$ cat src/rtl/video_pattern_gen.sv
// Raster timing generator with four selectable test patterns; every output is registered one cycle behind h_cnt/v_cnt.
// Free-running with no backpressure. pattern_sel is only picked up at the end of a frame, so a frame never changes pattern partway through.
module video_pattern_gen #(
  parameter int H_ACTIVE = 1280,
  parameter int H_FP     = 110,
  parameter int H_SYNC   = 40,
  parameter int H_BP     = 220,
  parameter int V_ACTIVE = 720,
  parameter int V_FP     = 5,
  parameter int V_SYNC   = 5,
  parameter int V_BP     = 20,
  parameter bit HS_POL   = 1'b1,
  parameter bit VS_POL   = 1'b1
) (
  input  logic        pix_clk,
  input  logic        rst,
  input  logic [1:0]  pattern_sel,
  output logic        hs,
  output logic        vs,
  output logic        de,
  output logic [7:0]  r_out,
  output logic [7:0]  g_out,
  output logic [7:0]  b_out,
  output logic [11:0] x_pos,
  output logic [11:0] y_pos,
  output logic        frame_start
);

  localparam logic [11:0] H_ACT    = 12'(H_ACTIVE);
  localparam logic [11:0] H_LAST   = 12'(H_ACTIVE + H_FP + H_SYNC + H_BP - 1);
  localparam logic [11:0] HS_START = 12'(H_ACTIVE + H_FP);
  localparam logic [11:0] HS_END   = 12'(H_ACTIVE + H_FP + H_SYNC);
  localparam logic [11:0] V_ACT    = 12'(V_ACTIVE);
  localparam logic [11:0] V_LAST   = 12'(V_ACTIVE + V_FP + V_SYNC + V_BP - 1);
  localparam logic [11:0] VS_START = 12'(V_ACTIVE + V_FP);
  localparam logic [11:0] VS_END   = 12'(V_ACTIVE + V_FP + V_SYNC);
  localparam logic [11:0] BAR_W    = 12'(H_ACTIVE / 8);

  logic [11:0] h_cnt;
  logic [11:0] v_cnt;
  logic [1:0]  pattern_q;
  logic        h_wrap;
  logic        v_wrap;
  logic        active;
  logic        hs_nxt;
  logic        vs_nxt;
  logic [2:0]  bar;
  logic [23:0] rgb_nxt;

  assign h_wrap = (h_cnt == H_LAST);
  assign v_wrap = (v_cnt == V_LAST);
  assign active = (h_cnt < H_ACT) && (v_cnt < V_ACT);
  assign hs_nxt = ((h_cnt >= HS_START) && (h_cnt < HS_END)) ? HS_POL : ~HS_POL;
  // vsync depends on the line number only, so it spans whole lines
  assign vs_nxt = ((v_cnt >= VS_START) && (v_cnt < VS_END)) ? VS_POL : ~VS_POL;
  assign bar    = 3'(h_cnt / BAR_W);

  always_comb begin
    rgb_nxt = 24'h000000;
    if (active) begin
      unique case (pattern_q)
        2'd0: begin
          unique case (bar)
            3'd0: rgb_nxt = 24'hFFFFFF;
            3'd1: rgb_nxt = 24'hFFFF00;
            3'd2: rgb_nxt = 24'h00FFFF;
            3'd3: rgb_nxt = 24'h00FF00;
            3'd4: rgb_nxt = 24'hFF00FF;
            3'd5: rgb_nxt = 24'hFF0000;
            3'd6: rgb_nxt = 24'h0000FF;
            3'd7: rgb_nxt = 24'h000000;
          endcase
        end
        2'd1: rgb_nxt = {3{h_cnt[7:0]}};
        2'd2: rgb_nxt = (h_cnt[5] ^ v_cnt[5]) ? 24'hFFFFFF : 24'h000000;
        2'd3: rgb_nxt = {3{v_cnt[7:0]}};
      endcase
    end
  end

  always_ff @(posedge pix_clk) begin
    if (rst) begin
      h_cnt       <= '0;
      v_cnt       <= '0;
      pattern_q   <= '0;
      de          <= 1'b0;
      hs          <= ~HS_POL;
      vs          <= ~VS_POL;
      r_out       <= '0;
      g_out       <= '0;
      b_out       <= '0;
      x_pos       <= '0;
      y_pos       <= '0;
      frame_start <= 1'b0;
    end else begin
      h_cnt <= h_wrap ? 12'd0 : h_cnt + 12'd1;
      if (h_wrap) begin
        v_cnt <= v_wrap ? 12'd0 : v_cnt + 12'd1;
      end
      if (h_wrap && v_wrap) begin
        pattern_q <= pattern_sel;
      end
      de                    <= active;
      hs                    <= hs_nxt;
      vs                    <= vs_nxt;
      {r_out, g_out, b_out} <= rgb_nxt;
      x_pos                 <= active ? h_cnt : 12'd0;
      y_pos                 <= active ? v_cnt : 12'd0;
      frame_start           <= active && (h_cnt == 12'd0) && (v_cnt == 12'd0);
    end
  end

endmodule

$ cat config.mk
export PLATFORM = sky130hd
export DESIGN_NAME = video_pattern_gen
export DESIGN_NICKNAME = d
export VERILOG_FILES = /design/src/rtl/video_pattern_gen.sv
export SDC_FILE = /design/constraint.sdc
export NUM_CORES = 1
export LEC_CHECK = 0
export ABC_AREA = 0
export BUFFER_PORTS_ARGS = -buffer_cell sky130_fd_sc_hd__buf_2
export CORE_ASPECT_RATIO = 1.4
export CORE_UTILIZATION = 42
export DETAILED_ROUTE_END_ITERATION = 7
export SLEW_MARGIN = 5
export SYNTH_ARGS = -nofsm -noshare
export SYNTH_HDL_FRONTEND = slang
export SYNTH_SLANG_ARGS = --single-unit
$ cat constraint.sdc
create_clock -name pix_clk -period 1.9 [get_ports pix_clk]
set_input_delay 0.19 -clock pix_clk [delete_from_list [all_inputs] [get_ports pix_clk]]
set_output_delay 0.19 -clock pix_clk [all_outputs]
set_load 0.01 [all_outputs]
==> flow_summary_export.csv <==
group,metric,value,unit
outcome,outcome,"complete, no violations",
run,drv_cap,0,
sta,period_minus_slack,1.83,ns
power_and_ir_drop,internal_power,2.90,mW
worst_setup_path,crit_path_max_fanout,16,
final_layout,stdcell_count,592,
synth,ys_types,50,
route,num_vias,3137,
placement,hpwl,6360,um
global_routing,grt_pass1_wl,14700,um
die,initial_core_util,43.1,%
clock_network,hold_buffers,0,
final_layout,final_common_cell,"dfxtp_1",
route,viasPerCell,5.30,
synth,syn_inst,403,
clock_network,clk_pin_slew,0.06,ns
clock_network,htreeDepth,3,
sta,slew_violations,0,
clock_network,cts_buffer_depth,2,
die,rows,39,
placement,dpl_cell_area,0.00413,mm2
power_and_ir_drop,peakVddDrop,0.510,mV
placement,placed_cells,576,
final_layout,finish.utilization,55.4,%
power_and_ir_drop,power_frac_seq,46.0,%
placement,post-place-ws,-0.161,ns
worst_setup_path,start_kind,"flip-flop",
global_routing,grt_max_degree,25,
clock_network,tritoncts,"done",
clock_network,cts_sinks,78,
sta,max_freq,546,MHz
clock_network,clockRootBuffer,"clkbuf_16",
die,chipHeight,110,um
synth,yosysWarningCount,0,
die,io_pins,56,
synth,synth_edf_count,0,
sta,finalSetupViolations,0,
global_routing,grtUsageTotal,22.4,%
final_layout,area_growth,28.4,%
sta,clock_skew,0.00558,ns
worst_setup_path,end_kind,"flip-flop",
power_and_ir_drop,powerDensity,814,mW/mm2
sta,slew_headroom,57.9,%
power_and_ir_drop,switching_power,0.776,mW
sta,period_share,96.4,%
synth,synth_top_area_share,44.5,%
route,antenna_left,0,
synth,synth_ff_type,"dfxtp_1",
route,routed_wl,8930,um
final_layout,drive_gt1_share,29.0,%
clock_network,insertion_delay,0.34,ns
die,chipWidth,79.3,um
global_routing,grt_pass1_vias,3042,
final_layout,final_cell_mix,"74 x dfxtp_1, 55 x buf_2, 44 x nor2_1",
clock_network,cts_setup_buffers,0,
die,core_area,0.00815,mm2
route,wire_per_inst,15.1,um
power_and_ir_drop,power_switching_share,21.1,%
route,dr.pass1.iters,5,
final_layout,antenna_cells,0,
synth,async_flop_share,0,%
synth,ys_seq_area_share,44.5,%
global_routing,overflow,0,
power_and_ir_drop,p_leak,1.94,nW
synth,ys_ff_latch,78,
route,drc,0,
placement,io_buffers,55,
clock_network,cts_buffers,9,
final_layout,nNetsFinal,496,
sta,worstMarginPinSlew,0.630,ns
synth,netlist_area,0.00351,mm2
power_and_ir_drop,power_frac_clock,49.2,%
power_and_ir_drop,pwr-share-comb,4.8,%
worst_hold_path,hp-class,"input pin to flip-flop",
worst_setup_path,path_class,"flip-flop to flip-flop",
worst_setup_path,cp.required,2.11,ns
synth,yosys.area.top_type,"dfxtp_1",
synth,synth_area_leaders,"dfxtp_1 44%, nor2_1 4.7%, a22oi_1 3.8%, xor2_1 3.7%, and2_1 3.6%",
die,die_area,0.00874,mm2
sta,finalHoldViolations,0,
sta,rsz0062_at_grt,"yes",
route,drt-initial-drc-count,173,
placement,finalWeightedCongestion,0.860,
global_routing,antenna_found_initial,0,
synth,avgSynthCellArea,8.71,um2
final_layout,final_area,0.00451,mm2
worst_setup_path,cp.arrival,2.05,ns
sta,timing.final.ws_setup,0.0691,ns
-- power groups by stage --
stage | Sequential (mW) | Clock, mW | Combinational [mW]
floorplan | 1.75 | 0 | 0.0729
global placement | 1.73 | 0 | 0.171
detailed placement | 1.73 | 0 | 0.170
CTS | 1.69 | 1.85 | 0.172
global route | 1.69 | 1.91 | 0.197
finish | 1.69 | 1.81 | 0.175
-- per-layer routing --
metal  routed length [um]  GRT usage [%]
met5                    0              0
met4                  221           9.74
met3                  289           5.35
met2                 4690           39.3
met1                 3730           25.7
-- metrics by stage --
step	setup TNS [ns]	hold WS (ns)	total power [mW]
finish	0	0.103	3.67
global route	-0.0287	0.132	3.80
CTS	0	0.0902	3.71
detailed placement	-1.28	0.446	1.90
global placement	-0.724	0.443	1.90
floorplan	0	0.259	1.82
-- cell usage after synthesis (3+ instances only) --
cell / number
dfxtp_1: 78
ha_1: 7
nand3b_1: 5
nand2_1: 31
a21oi_1: 20
nand3_1: 13
and2_1: 20
nand2b_1: 9
or2_2: 4
nor2b_1: 6
buf_2: 5
o21ai_0: 12
clkbuf_1: 21
nor3_1: 6
nor2_1: 44
a22o_1: 7
a22oi_1: 18
nor4_1: 3
inv_1: 9
nand4_1: 10
or3_1: 4
a211oi_1: 10
nor3b_1: 3
o2111ai_1: 3
xnor2_1: 7
xor2_1: 15
buf_1: 3
-- sequential cells by signal, indices dropped and copies added (netlist names) --
register     cells
g_out            8
v_cnt           12
y_pos           12
vs               1
hs               1
frame_start      1
r_out            8
b_out            8
x_pos           12
de               1
h_cnt           12
pattern_q        2
-- what timing repair did --
item,in CTS,in global routing
endpoints found under the setup margin,33,34
pin swaps,0,2
endpoints found under the hold margin,0,0
resized for setup,7,15
-- critical path: stages, from the launching register on --
cell and delay [ns]:
dfxtp_1 0.34, or3_1 0.42, nor3_1 0.21, or2_2 0.15
inv_1 0.08, buf_6 0.17, a211oi_1 0.24, a22oi_1 0.10
-- cells by family after synthesis --
family / share of synthesized area [%]
DFF: 44.5
and+or+nand+nor: 26.0
other: 0.107
buffers and inverters: 4.88
adders and majority gates: 2.49
muxes: 0.891
AOI/OAI and AO/OA: 15.7
xor gates and xnor gates: 5.49
-- cell type report --
| cell class | count | area [um2] |
|---|---|---|
| Fill cell | 734 | 3640 |
| Multi-Input combinational cell | 287 | 1840 |
| Sequential cell | 78 | 1570 |
| Timing Repair Buffer | 100 | 621 |
| Clock buffer | 10 | 229 |
| Tap cell | 102 | 128 |
| Clock inverter | 6 | 86.3 |
| Inverter | 9 | 33.8 |
-- final timing paths --
kind	cells past startpoint	start	end	slack, ns
max reg2reg	7	v_cnt[11]	b_out[6]	0.07
min reg2reg	2	h_cnt[1]	x_pos[1]	0.50
min	3	pattern_sel[0]	pattern_q[0]	0.10
max	7	v_cnt[11]	b_out[6]	0.07
(Power assumes the default switching activity.)
